`config.mk`:
```
export PLATFORM = sky130hd
export DESIGN_NAME = sram_controller
export DESIGN_NICKNAME = d
export VERILOG_FILES = /design/src/rtl/sram_controller.sv
export SDC_FILE = /design/constraint.sdc
export NUM_CORES = 1
export LEC_CHECK = 0
export CAP_MARGIN = 20
export CORE_MARGIN = 2
export CORE_UTILIZATION = 38
export CTS_CLUSTER_SIZE = 30
export DETAILED_ROUTE_END_ITERATION = 8
export PLACE_DENSITY = 0.71
export SLEW_MARGIN = 20
export SYNTH_ARGS = -nofsm -noshare
export SYNTH_HDL_FRONTEND = slang
export SYNTH_SLANG_ARGS = --single-unit
```
`constraint.sdc`:
```
create_clock -name CLK -period 1.9 [get_ports CLK]
set_input_delay 0.57 -clock CLK [delete_from_list [all_inputs] [get_ports CLK]]
set_output_delay 0.57 -clock CLK [all_outputs]
set_load 0.01 [all_outputs]
```
`src/rtl/sram_controller.sv`:
```
// MEM-stage data-memory controller: serves 32-bit loads/stores
// as two half-word accesses to an external 16-bit async SRAM.
module sram_controller #(
  parameter int          ACCESS_CYCLES = 2,
  parameter logic [31:0] BASE_ADDR     = 32'd1024
) (
  input  logic        CLK,
  input  logic        RST,
  input  logic        rd_en,
  input  logic        wr_en,
  input  logic [31:0] address,
  input  logic [31:0] write_data,
  output logic [31:0] read_data,
  output logic        ready,
  output logic [17:0] sram_addr,
  output logic [15:0] sram_dq_out,
  input  logic [15:0] sram_dq_in,
  output logic        sram_dq_oe,
  output logic        sram_we_n,
  output logic        sram_oe_n,
  output logic        sram_ce_n,
  output logic        sram_ub_n,
  output logic        sram_lb_n
);

  localparam int CW = $clog2(ACCESS_CYCLES);
  localparam logic [CW-1:0] LAST = CW'(ACCESS_CYCLES - 1);

  typedef enum logic [1:0] {
    IDLE,
    LOW,
    HIGH,
    DONE
  } state_t;

  state_t          state;
  state_t          state_n;
  logic [CW-1:0]   cnt;
  logic [CW-1:0]   cnt_n;
  logic [1:0]      is_write;
  logic [16:0]     w_q;
  logic [31:0]     data_q;
  logic [31:0]     offset;
  logic [16:0]     w_in;
  logic            last;
  logic            req;
  logic            unused_bits;

  assign offset      = address - BASE_ADDR;
  assign w_in        = offset[18:2];
  assign unused_bits = ^{offset[31:19], offset[1:0]};
  assign last        = (cnt == LAST);
  assign req         = rd_en | wr_en;

  assign sram_ce_n = 1'b0;
  assign sram_ub_n = 1'b0;
  assign sram_lb_n = 1'b0;

  // is_write[1]: store, is_write[0]: load
  always_comb begin
    state_n    = state;
    cnt_n      = cnt;
    ready      = 1'b0;
    sram_we_n  = 1'b1;
    sram_oe_n  = 1'b1;
    sram_dq_oe = 1'b0;
    unique case (state)
      IDLE: begin
        ready = ~req;
        if (req) begin
          state_n = LOW;
          cnt_n   = '0;
        end
      end
      LOW, HIGH: begin
        sram_we_n  = ~(is_write[1] & ~last);
        sram_oe_n  = ~is_write[0];
        sram_dq_oe = is_write[1];
        if (last) begin
          cnt_n   = '0;
          state_n = (state == LOW) ? HIGH : DONE;
        end else begin
          cnt_n = cnt + CW'(1);
        end
      end
      DONE: begin
        ready   = 1'b1;
        state_n = IDLE;
      end
    endcase
  end

  always_ff @(posedge CLK) begin
    if (RST) begin
      state       <= IDLE;
      cnt         <= '0;
      is_write    <= '0;
      w_q         <= '0;
      data_q      <= '0;
      read_data   <= '0;
      sram_addr   <= '0;
      sram_dq_out <= '0;
    end else begin
      state <= state_n;
      cnt   <= cnt_n;
      if (state == IDLE && req) begin
        w_q         <= w_in;
        data_q      <= write_data;
        is_write    <= {wr_en, rd_en & ~wr_en};
        sram_addr   <= {w_in, 1'b0};
        sram_dq_out <= write_data[15:0];
      end
      // address/data switch only after WE has risen
      if (state == LOW && last) begin
        sram_addr   <= {w_q, 1'b1};
        sram_dq_out <= data_q[31:16];
        if (is_write[0]) read_data[15:0] <= sram_dq_in;
      end
      if (state == HIGH && last && is_write[0])
        read_data[31:16] <= sram_dq_in;
    end
  end

endmodule

```
==> impl_table.tex, run 1 <==
\begin{tabular}{lr}
\hline
Metric & Value \\
\hline
\multicolumn{2}{l}{\textbf{CTS}} \\
Largest buffer count on any clock path & 2 \\
Total setup buffers inserted after CTS & 0 \\
CTS H-Tree Depth & 3 \\
Clk pin slew, worst setup/hold paths & 0.11 ns \\
Latest clock arrival within the worst-skew pair & 0.36 ns \\
Number of hold-repair buffers added at the cts stage & 0 \\
Number of buffers inserted during clock tree synthesis & 9 \\
Clock tree from TritonCTS & yes \\
\# clock sinks & 104 \\
Buffer type at the clock tree root & sky130\_fd\_sc\_hd\_\_clkbuf\_8 \\
\multicolumn{2}{l}{\textbf{Setup path}} \\
Kind of capture point of the worst setup path & primary output \\
Slack of the worst reg-to-reg path & 0.20 ns \\
Biggest fanout along the worst timing path & 2 \\
CP Data Required Time & 1.33 ns \\
Arrival @ worst endpoint & 1.41 ns \\
Setup Crit Path Kind & flip-flop to primary output \\
Startpoint class of the critical path & flip-flop \\
\multicolumn{2}{l}{\textbf{Synth}} \\
Cell type with the highest aggregate area in the netlist & sky130\_fd\_sc\_hd\_\_dfxtp\_1 \\
Proportion of synthesized chip area in sequential cells & between 50 and 60\% \\
Total of warnings raised by yosys & 0 \\
Number of distinct library cell variants in the gate-level netlist after synthesis & 38 \\
Main synth FF type & sky130\_fd\_sc\_hd\_\_dfxtp\_1 \\
Cells after Synth & 513 \\
FF+latch count, synth & about 100 \\
Number of synthesized flops with an enable pin & 0 \\
Cell types occupying the most area after synthesis & sky130\_fd\_sc\_hd\_\_dfxtp\_1 50\%, sky130\_fd\_sc\_hd\_\_nand2\_1 15\%, sky130\_fd\_sc\_hd\_\_a21oi\_1 8.4\% \\
Syn Area/Cell & about 8.0 sq um \\
Fraction of synthesized cell area taken by the top area cell type & between 50\% and 60\% \\
Most instantiated library cell after synthesis & sky130\_fd\_sc\_hd\_\_nand2\_1 \\
Mapped cell area & approximately 4100 sq um \\
Post-synth ARST share & 0\% \\
Ranking of synthesized cells by instance count & 167 x sky130\_fd\_sc\_hd\_\_nand2\_1, 104 x sky130\_fd\_sc\_hd\_\_dfxtp\_1, 69 x sky130\_fd\_sc\_hd\_\_a21oi\_1, 30 x sky130\_fd\_sc\_hd\_\_nor2\_1, 22 x sky130\_fd\_sc\_hd\_\_o21ai\_0 \\
\multicolumn{2}{l}{\textbf{Floorplan}} \\
Core area & 10,700 sq um \\
Horizontal die dimension & 108 microns \\
Die Area & 11,700 sq um \\
Number of cell rows & 38 \\
Die Y-Extent & 108 microns \\
Starting utilization of the core area & 38.6\% \\
Top-level I/O count & 157 \\
\multicolumn{2}{l}{\textbf{Timing}} \\
Max Transition Viols Final & 0 \\
Share of the cycle needed by the critical path after routing & 104\% \\
Transition at the pin with the smallest max-transition slack & 0.610 ns \\
Clock skew & roughly 0.014 ns \\
Smallest setup slack after layout & -0.0772 ns \\
Unrepaired setup endpoints after global routing & true \\
Aggregate negative setup slack & -0.100 ns \\
Max Clock Freq & 506 MHz \\
Slew Limit Headroom & 59.2\% \\
Final period demand of the worst path & 1.98 ns \\
\# setup viols final & 2 \\
Final Hold Violating Endpoints & 0 \\
\multicolumn{2}{l}{\textbf{Placed design}} \\
Count of input and output buffers & 138 \\
Worst setup timing slack at the placement stage & -0.671 ns \\
Half-perimeter wire length of the detailed placement result & slightly below 8 mm \\
Final weighted congestion in routability-driven placement & just over 0.8 \\
Total placed cells including tap cells & 785 \\
Placed instance area & 5790 sq um \\
\multicolumn{2}{l}{\textbf{Detailed routing}} \\
Final ANT Viol Nets & 0 \\
Router iterations before antenna repair & 4 \\
Detailed-route wire length per cell & 13.7 microns \\
Final routed DRC violation total & 0 \\
Initial DRC count & 186 \\
Routed wire length & 10.9 mm \\
Via Count & 3,945 \\
Via count normalized by instance count & $\sim$5 \\
\multicolumn{2}{l}{\textbf{Final layout}} \\
Count of antenna diodes in the layout & 0 \\
Number of standard cells in the final layout excluding fillers & 801 \\
Area of combinational cells with multiple inputs & 1850 sq um \\
Count of filler cells inserted in the layout & 1,012 \\
Synthesis-to-finish area growth & 46.4\% \\
Number of nets in the final layout & 745 \\
Area of all placed cells without fillers & 6050 sq um \\
Reg area & 2080 sq um \\
Ratio of cells with drive above 1 in the final layout & 10.9\% \\
\multicolumn{2}{l}{\textbf{Power and ir drop}} \\
Part of the total power dissipated in combinational logic & around 36\% \\
NetSw & approximately 2.1 mW \\
Switching fraction of total power & 33.0\% \\
Static leakage power & 2.33 nW \\
Worst voltage drop across the vdd grid & 624 uV \\
Total Power & 6.52 mW \\
Power Dens Cells & 1080 nW/um\^{}2 \\
Sequential group share of total power & a little over two fifths \\
Cell-internal power & 4.37 mW \\
Fraction of power consumed by the clock network & a little over a fifth \\
\multicolumn{2}{l}{\textbf{Job}} \\
Maximum Capacitance Violations & 0 \\
\multicolumn{2}{l}{\textbf{Global routing}} \\
Total overflow reported by the global router & 0 \\
Global Route Usage Sum & 18.6\% \\
Initial antenna violation count & 0 \\
Number of global-route vias before repair & about 3,700 \\
Maximum number of pins on one net before global-route repair & 51 \\
Global-route wire length before repair & 17.4 mm \\
\multicolumn{2}{l}{\textbf{Outcome}} \\
Run status & complete, but fails checks \\
Violations in the final reports & negative setup slack \\
\multicolumn{2}{l}{\textbf{Min path}} \\
Hold Crit Class & flip-flop to flip-flop \\
\hline
\end{tabular}
worst max-delay path: stages (launching register included):
cell	delay (ns)
sky130_fd_sc_hd__dfxtp_2	0.34
sky130_fd_sc_hd__inv_2	0.08
sky130_fd_sc_hd__ha_4	0.14
sky130_fd_sc_hd__nor3b_4	0.18
sky130_fd_sc_hd__nor2_1	0.06
sky130_fd_sc_hd__nor2_1	0.11
sky130_fd_sc_hd__buf_2	0.15
power by group through the flow:
stage	clock, mW	sequential, mW	combinational (mW)
6_report	1.41	2.77	2.34
5_1_grt	1.54	2.81	2.57
4_1_cts	1.45	2.77	2.34
3_5_place_dp	0	2.81	2.29
3_3_place_gp	0	2.80	2.25
2_1_floorplan	0	2.89	1.10
area by class of cell:
class                   count  area share, %
clock buffers               9           2.05
inverters                  10          0.621
flip-flops and latches    104           34.5
repair buffers            171           28.1
well taps                 140           2.90
clock inverters             7           1.28
multi-input cells         360           30.6
through the flow:
step	utilization, %	hold slack [ns]
5_1_grt	56.5	0.477
2_1_floorplan	-	0.420
3_5_place_dp	54.1	0.444
6_report	56.5	0.458
3_3_place_gp	54.1	0.435
4_1_cts	56.1	0.459
repair_timing:
item                                    4_1_cts  5_1_grt
endpoints found under the setup margin        4       12
gates resized for setup                      28       12
pin swaps                                     3        0
cell usage in the layout (no fill, tap or decap), drive strengths merged, types with 9 or more instances in the layout:
cell type	instances
o21ai	23
clkbuf	9
buf	38
inv	13
dfxtp	104
a311oi	16
a21oi	69
nand2	167
a31oi	10
nor2	30
clkdlybuf4s50	126
layer usage:
metal / GRT usage (%) / wire length [microns] / vias up
met1: 23.8 / 4750 / 1832
met2: 31.3 / 5440 / 104
met3: 4.82 / 613 / 11
met5: 0 / 0 / -
met4: 4.30 / 144 / 0
li1: - / - / 1998
path summary, 6_finish.rpt:
kind             from              end  depth (start not counted)
max          state[1]            ready                          6
min            w_q[2]           w_q[2]                          2
max reg2reg  state[1]  sram_dq_out[15]                          7
min reg2reg    w_q[2]           w_q[2]                          2
kinds of logic (layout without fill, tap and decap cells):
group           after synthesis  after routing  synth area share [%]
flops                       104            104                  50.4
xor+xnor                      4              4                 0.848
buf+inv                      51            197                  6.42
simple gates                214            214                  21.4
other cells                   1              3                0.0908
fa+ha+maj                     5              5                  1.52
mux                           2              2                 0.485
compound gates              132            132                  18.8
registers in the layout (all words and copies together) (netlist names):
register / count
data_q: 16
sram_dq_out: 16
cnt: 1
is_write: 2
state: 2
sram_addr: 18
w_q: 17
read_data: 32
No activity file was read; power rests on OpenSTA's default activity.
==> inputs of run 2 (changes only) <==
--- a/config.mk
+++ b/config.mk
@@ -6,5 +6,7 @@
 export NUM_CORES = 1
 export LEC_CHECK = 0
+export ABC_CLOCK_PERIOD_IN_PS = 1900
 export CAP_MARGIN = 20
+export CORE_ASPECT_RATIO = 0.6
 export CORE_MARGIN = 2
 export CORE_UTILIZATION = 38
==> constraint.sdc (replaced) <==
create_clock -name CLK -period 1.9 [get_ports CLK]
set_input_delay 0.57 -clock CLK [delete_from_list [all_inputs] [get_ports CLK]]
set_output_delay 0.57 -clock CLK [all_outputs]
set_load 0.05 [all_outputs]
==> run 2 against run 1 <==
- the flow still finishes with violations (negative setup slack)
- first-iteration DRC count shrank 4.8%
- sequential power is essentially flat
- combinational power grew 30%
- register-to-register slack lost 0.06 ns
- die area grew 0.23%
- sequential share of layout area grew 0.14 points
- clock skew shrank 0.0051 ns
- clock power grew 24%
- wire length grew 4.9%
- critical path depth is the same
- power grew 17%
- highest routed layer unchanged
==> impl_table.tex, run 2 (same netlist as run 1, synthesis figures left out) <==
\begin{tabular}{lr}
\hline
Metric & Value \\
\hline
\multicolumn{2}{l}{\textbf{Detailed routing}} \\
Detailed-route wire length per cell & 14.3 microns (+4.4\%) \\
Final routed DRC violation total & 0 (unchanged) \\
Routed wire length & 11.5 mm (+4.9\%) \\
Via Count & 3,959 (+0.35\%) \\
Final ANT Viol Nets & 0 (unchanged) \\
Via count normalized by instance count & 4.92 (-0.14\%) \\
Initial DRC count & 177 (-4.8\%) \\
Router iterations before antenna repair & 4 (unchanged) \\
\multicolumn{2}{l}{\textbf{Final layout}} \\
Number of nets in the final layout & 750 (+0.67\%) \\
Most frequent cells in the layout & 165 x sky130\_fd\_sc\_hd\_\_nand2\_1, 102 x sky130\_fd\_sc\_hd\_\_dfxtp\_1, 100 x sky130\_fd\_sc\_hd\_\_buf\_4, 69 x sky130\_fd\_sc\_hd\_\_a21oi\_1, 64 x sky130\_fd\_sc\_hd\_\_clkdlybuf4s50\_1 \\
Count of filler cells inserted in the layout & 956 (-5.5\%) \\
Number of flip-flops under the largest register name & 32 (unchanged) \\
Reg area & 2080 sq um (unchanged) \\
Count of antenna diodes in the layout & 0 (unchanged) \\
Register name with the most flops & read\_data \\
Largest registers & read\_data (32), sram\_addr (18), w\_q (17) \\
Leading cell type in the layout, fill and taps excluded & sky130\_fd\_sc\_hd\_\_nand2\_1 \\
Ratio of cells with drive above 1 in the final layout & 21.6\% (+11 points) \\
Area of combinational cells with multiple inputs & 1860 sq um (+0.41\%) \\
Synthesis-to-finish area growth & 45.8\% \\
\multicolumn{2}{l}{\textbf{Timing}} \\
Transition at the pin with the smallest max-transition slack & 0.590 ns (-0.0195 ns) \\
Share of the cycle needed by the critical path after routing & 104\% (-0.56 points) \\
Smallest setup slack after layout & -0.0666 ns (+0.0106 ns) \\
Slew Limit Headroom & 60.6\% (+1.4 points) \\
Max Clock Freq & 508 MHz (+0.54\%) \\
Unrepaired setup endpoints after global routing & true \\
Clock skew & 0.00901 ns (-0.00509 ns) \\
Final Hold Violating Endpoints & 0 (unchanged) \\
\# setup viols final & 2 (unchanged) \\
Max Transition Viols Final & 0 (unchanged) \\
Final period demand of the worst path & 1.97 ns (-0.0106 ns) \\
\multicolumn{2}{l}{\textbf{CTS}} \\
Clock tree from TritonCTS & yes \\
Latest clock arrival within the worst-skew pair & 0.34 ns (-0.02 ns) \\
\# clock sinks & 104 (unchanged) \\
Largest buffer count on any clock path & 2 (unchanged) \\
CTS H-Tree Depth & 3 (unchanged) \\
Number of buffers inserted during clock tree synthesis & 9 (unchanged) \\
Number of hold-repair buffers added at the cts stage & 0 (unchanged) \\
Clk pin slew, worst setup/hold paths & 0.07 ns (-0.04 ns) \\
Buffer type at the clock tree root & sky130\_fd\_sc\_hd\_\_clkbuf\_16 \\
\multicolumn{2}{l}{\textbf{Placed design}} \\
Half-perimeter wire length of the detailed placement result & 8.12 mm (+2.8\%) \\
Worst setup timing slack at the placement stage & -0.327 ns (+0.344 ns) \\
Count of input and output buffers & 138 (unchanged) \\
Final weighted congestion in routability-driven placement & 0.802 (-2.1\%) \\
\multicolumn{2}{l}{\textbf{Setup path}} \\
CP Data Required Time & 1.33 ns (about the same) \\
Setup Crit Path Kind & flip-flop to primary output \\
Biggest fanout along the worst timing path & 2 (unchanged) \\
Startpoint class of the critical path & flip-flop \\
Arrival @ worst endpoint & 1.40 ns (about the same) \\
Kind of capture point of the worst setup path & primary output \\
\multicolumn{2}{l}{\textbf{Global routing}} \\
Maximum number of pins on one net before global-route repair & 60 (+18\%) \\
Initial antenna violation count & 0 (unchanged) \\
Total overflow reported by the global router & 0 (unchanged) \\
Global Route Usage Sum & 19.2\% (+0.67 points) \\
Number of global-route vias before repair & 3,736 (+2.3\%) \\
Global-route wire length before repair & 18.4 mm (+5.8\%) \\
\multicolumn{2}{l}{\textbf{Outcome}} \\
Run status & complete, but fails checks \\
Violations in the final reports & negative setup slack \\
\multicolumn{2}{l}{\textbf{Power and ir drop}} \\
Total Power & 7.60 mW (+17\%) \\
Power Dens Cells & 1260 nW/um\^{}2 (+17\%) \\
Static leakage power & 2.46 nW (+5.2\%) \\
Worst voltage drop across the vdd grid & 658 uV (+5.5\%) \\
\multicolumn{2}{l}{\textbf{Floorplan}} \\
Starting utilization of the core area & 39.1\% (+0.51 points) \\
Horizontal die dimension & 139 microns (+28\%) \\
Core area & 10,600 sq um (-1.3\%) \\
Top-level I/O count & 157 (unchanged) \\
Die Y-Extent & 84.7 microns (-22\%) \\
Die Area & 11,700 sq um (+0.23\%) \\
Number of cell rows & 29 (-24\%) \\
\multicolumn{2}{l}{\textbf{Job}} \\
Maximum Capacitance Violations & 0 (unchanged) \\
\multicolumn{2}{l}{\textbf{Min path}} \\
Hold Crit Class & flip-flop to flip-flop \\
\hline
\end{tabular}
==> run 2: cell types whose count changed in the layout (fill, tap and decap cells not counted), moves of 2 or more <==
cell,change
sky130_fd_sc_hd__clkinv_2,+2
sky130_fd_sc_hd__buf_4,+73
sky130_fd_sc_hd__dlymetal6s2s_1,-4
sky130_fd_sc_hd__inv_6,-3
sky130_fd_sc_hd__clkdlybuf4s50_1,-62
sky130_fd_sc_hd__clkbuf_8,-7
sky130_fd_sc_hd__clkbuf_16,+9
sky130_fd_sc_hd__nor2_1,-2
sky130_fd_sc_hd__buf_6,-4
sky130_fd_sc_hd__buf_12,+3
==> run 2: worst paths after layout <==
check | from | to | slack [ns] | depth (start not counted)
min | w_q[6] | w_q[6] | 0.45 | 2
min reg2reg | w_q[6] | w_q[6] | 0.45 | 2
max | state[0] | ready | -0.07 | 6
max reg2reg | state[1] | read_data[4] | 0.14 | 9
==> run 2: per-stage QoR <==
stage	hold slack [ns]	TNS [ns]	cells	cell area, sq um	util, %
floorplan	0.420	-0.00583	515	4150	-
global route	0.462	-0.255	805	6020	57.0
global placement	0.434	-6.30	781	5640	53.4
detailed placement	0.434	-8.10	781	5640	53.4
finish	0.453	-0.0949	805	6020	57.0
CTS	0.452	-0.136	803	6000	56.8
==> run 2: power breakdown <==
part | internal (mW) | switching (mW) | total [mW]
logic | 1.17 | 1.88 | 3.05
registers | 2.57 | 0.226 | 2.80
clock network | 0.956 | 0.799 | 1.75
==> run 2: routing by layer <==
layer  vias to the layer above  GRT usage (%)  share of wire (%)
met5                         -              0                  0
met4                         0           5.01               0.63
met3                         8           5.70                6.1
met2                       104           29.8                 44
met1                      1839           26.4                 50
li1                       2008              -                  -
==> run 2: area by class of cell <==
class	instances	area share, %
tap	139	2.89
clock inverter	5	0.519
inverter	10	0.623
sequential	104	34.6
clock buffer	11	4.20
timing repair buffer	176	26.3
multi-input combinational	360	30.8
==> run 2: critical path, stage by stage (launching register included) <==
cell and delay (ns):
sky130_fd_sc_hd__dfxtp_2 0.33, sky130_fd_sc_hd__inv_2 0.08, sky130_fd_sc_hd__ha_4 0.13, sky130_fd_sc_hd__nor3b_4 0.21, sky130_fd_sc_hd__nor2_2 0.07, sky130_fd_sc_hd__nor2_4 0.10, sky130_fd_sc_hd__buf_12 0.14
==> run 2: repair_timing <==
| item | in CTS | in global routing |
|---|---|---|
| resized for setup | 11 | 4 |
| pin swaps | 3 | 1 |
| setup endpoints to repair | 4 | 6 |
| setup buffers | 6 | 2 |
==> inputs of run 3 (changes only) <==
- CAP_MARGIN: 20 -> unset
- CTS_CLUSTER_DIAMETER: unset -> 40
- PLACE_DENSITY: 0.71 -> unset
- PLACE_DENSITY_LB_ADDON: unset -> 0.1
==> run 3 against run 2 <==
- the flow still finishes with violations (negative setup slack)
- utilization increased by 0.53 points
- global-route usage increased by 0.28 points
- critical path depth decreased by 1
- cell count unchanged
- clock skew rose by 0.0022 ns
- critical path type unchanged
- critical endpoint unchanged
- largest power group unchanged
==> impl_table.tex, run 3 (same netlist as run 1, synthesis figures left out) <==
\begin{tabular}{lr}
\hline
Metric & Value \\
\hline
\multicolumn{2}{l}{\textbf{Outcome}} \\
Run status & complete, but fails checks \\
Violations in the final reports & negative setup slack \\
\multicolumn{2}{l}{\textbf{Global routing}} \\
Maximum number of pins on one net before global-route repair & 54 (-10\%) \\
Number of global-route vias before repair & 3,731 (-0.13\%) \\
Total overflow reported by the global router & 0 (unchanged) \\
Initial antenna violation count & 0 (unchanged) \\
Global-route wire length before repair & 18.6 mm (+1.1\%) \\
Global Route Usage Sum & 19.5\% (+0.28 points) \\
\multicolumn{2}{l}{\textbf{Floorplan}} \\
Top-level I/O count & 157 (unchanged) \\
Horizontal die dimension & 139 microns (unchanged) \\
Die Y-Extent & 84.7 microns (unchanged) \\
Number of cell rows & 29 (unchanged) \\
Core area & 10,600 sq um (unchanged) \\
Starting utilization of the core area & 39.1\% (unchanged) \\
Die Area & 11,700 sq um (unchanged) \\
\multicolumn{2}{l}{\textbf{Final layout}} \\
Count of antenna diodes in the layout & 0 (unchanged) \\
Number of standard cells in the final layout excluding fillers & 805 (unchanged) \\
Number of nets in the final layout & 750 (unchanged) \\
Most frequent cells in the layout & 164 x sky130\_fd\_sc\_hd\_\_nand2\_1, 102 x sky130\_fd\_sc\_hd\_\_dfxtp\_1, 98 x sky130\_fd\_sc\_hd\_\_buf\_4, 69 x sky130\_fd\_sc\_hd\_\_a21oi\_1, 63 x sky130\_fd\_sc\_hd\_\_clkdlybuf4s50\_1 \\
Area of all placed cells without fillers & 6080 sq um (+0.93\%) \\
Synthesis-to-finish area growth & 47.2\% \\
Ratio of cells with drive above 1 in the final layout & 21.9\% (+0.30 points) \\
Final Util & 57.6\% (+0.53 points) \\
Number of flip-flops under the largest register name & 32 (unchanged) \\
Register name with the most flops & read\_data \\
Largest registers & read\_data (32), sram\_addr (18), w\_q (17) \\
Leading cell type in the layout, fill and taps excluded & sky130\_fd\_sc\_hd\_\_nand2\_1 \\
\multicolumn{2}{l}{\textbf{Setup path}} \\
Startpoint class of the critical path & flip-flop \\
CP Data Required Time & 1.33 ns (about the same) \\
Kind of capture point of the worst setup path & primary output \\
Setup Crit Path Kind & flip-flop to primary output \\
Peak per-stage delay on the critical path & 0.34 ns (about the same) \\
Arrival @ worst endpoint & 1.39 ns (about the same) \\
Ordered cell list for the critical path & inv\_2 -> ha\_4 -> buf\_4 -> nor2\_4 -> buf\_12 \\
Biggest fanout along the worst timing path & 4 (+2) \\
Master of the slowest instance on the critical path & sky130\_fd\_sc\_hd\_\_dfxtp\_2 \\
\multicolumn{2}{l}{\textbf{Timing}} \\
Aggregate negative setup slack & -0.110 ns (-0.0152 ns) \\
Max Transition Viols Final & 0 (unchanged) \\
Max Clock Freq & 511 MHz (+0.58\%) \\
Clock skew & 0.0112 ns (+0.00220 ns) \\
Share of the cycle needed by the critical path after routing & 103\% (-0.59 points) \\
\# setup viols final & 2 (unchanged) \\
Final period demand of the worst path & 1.96 ns (-0.0113 ns) \\
Final Hold Violating Endpoints & 0 (unchanged) \\
Transition at the pin with the smallest max-transition slack & 0.562 ns (-0.0279 ns) \\
Unrepaired setup endpoints after global routing & true \\
Smallest setup slack after layout & -0.0553 ns (+0.0113 ns) \\
Hold slack final & 0.453 ns (-0.000612 ns) \\
Slew Limit Headroom & 62.5\% (+1.9 points) \\
\multicolumn{2}{l}{\textbf{Detailed routing}} \\
Initial DRC count & 223 (+26\%) \\
Final ANT Viol Nets & 0 (unchanged) \\
Via Count & 3,951 (-0.20\%) \\
Routed wire length & 11.5 mm (+0.38\%) \\
Router iterations before antenna repair & 5 (+1) \\
Via count normalized by instance count & 4.91 (-0.20\%) \\
Detailed-route wire length per cell & 14.3 microns (+0.38\%) \\
Final routed DRC violation total & 0 (unchanged) \\
\multicolumn{2}{l}{\textbf{CTS}} \\
Clk pin slew, worst setup/hold paths & 0.07 ns (about the same) \\
Number of buffers inserted during clock tree synthesis & 9 (unchanged) \\
Clock tree from TritonCTS & yes \\
Buffer type at the clock tree root & sky130\_fd\_sc\_hd\_\_clkbuf\_16 \\
\# clock sinks & 104 (unchanged) \\
Latest clock arrival within the worst-skew pair & 0.34 ns (about the same) \\
Largest buffer count on any clock path & 2 (unchanged) \\
CTS H-Tree Depth & 3 (unchanged) \\
\multicolumn{2}{l}{\textbf{Power and ir drop}} \\
Total Power & 7.67 mW (+0.91\%) \\
Static leakage power & 2.48 nW (+0.88\%) \\
Power Dens Cells & 1260 nW/um\^{}2 (about the same) \\
Worst voltage drop across the vdd grid & 544 uV (-17\%) \\
\multicolumn{2}{l}{\textbf{Placed design}} \\
Count of input and output buffers & 138 (unchanged) \\
Final weighted congestion in routability-driven placement & 0.842 (+5.1\%) \\
Total placed cells including tap cells & 782 (+0.13\%) \\
Placed instance area & 5670 sq um (+0.58\%) \\
Half-perimeter wire length of the detailed placement result & 8.13 mm (+0.16\%) \\
Worst setup timing slack at the placement stage & -0.313 ns (+0.0137 ns) \\
\multicolumn{2}{l}{\textbf{Job}} \\
Maximum Capacitance Violations & 0 (unchanged) \\
\multicolumn{2}{l}{\textbf{Min path}} \\
Hold Crit Class & flip-flop to flip-flop \\
\hline
\end{tabular}
run 3: worst max-delay path: cells and delay by family, from the launching register on:
family | cells | cell delay [ns]
adders and majority gates | 1 | 0.25
DFF | 1 | 0.34
buffers and inverters | 3 | 0.34
and+or+nand+nor | 1 | 0.11
run 3: final cells by class:
class	instances	area, sq um
flip-flops and latches	104	2080
well taps	139	174
fillers	957	4480
multi-input cells	360	1880
repair buffers	176	1610
clock inverters	5	37.5
clock buffers	11	253
inverters	10	37.5
run 3: where the power goes:
group,total [mW],internal (mW),switching (mW)
Clock,1.79,0.968,0.824
Combinational,3.08,1.19,1.88
Sequential,2.80,2.57,0.228
run 3: worst paths after layout:
kind,from,to,slack [ns],cells past startpoint
max,state[1],ready,-0.06,5
min,w_q[8],sram_addr[9],0.45,2
max reg2reg,state[1],sram_addr[14],0.21,7
min reg2reg,w_q[8],sram_addr[9],0.45,2
run 3: routing by layer:
metal | GRT usage, % | vias to the layer above | share of wire [%]
li1 | - | 2019 | -
met4 | 5.84 | 0 | 1.4
met2 | 29.6 | 128 | 44
met3 | 5.25 | 11 | 6.0
met5 | 0 | - | 0
met1 | 27.4 | 1793 | 49
run 3: what timing repair did:
item | CTS | global route
pin swaps | 3 | 0
gates cloned | 0 | 0
hold buffers | 0 | 0
resized for setup | 12 | 7
buffers inserted | 5 | 2
setup endpoints to repair | 4 | 10
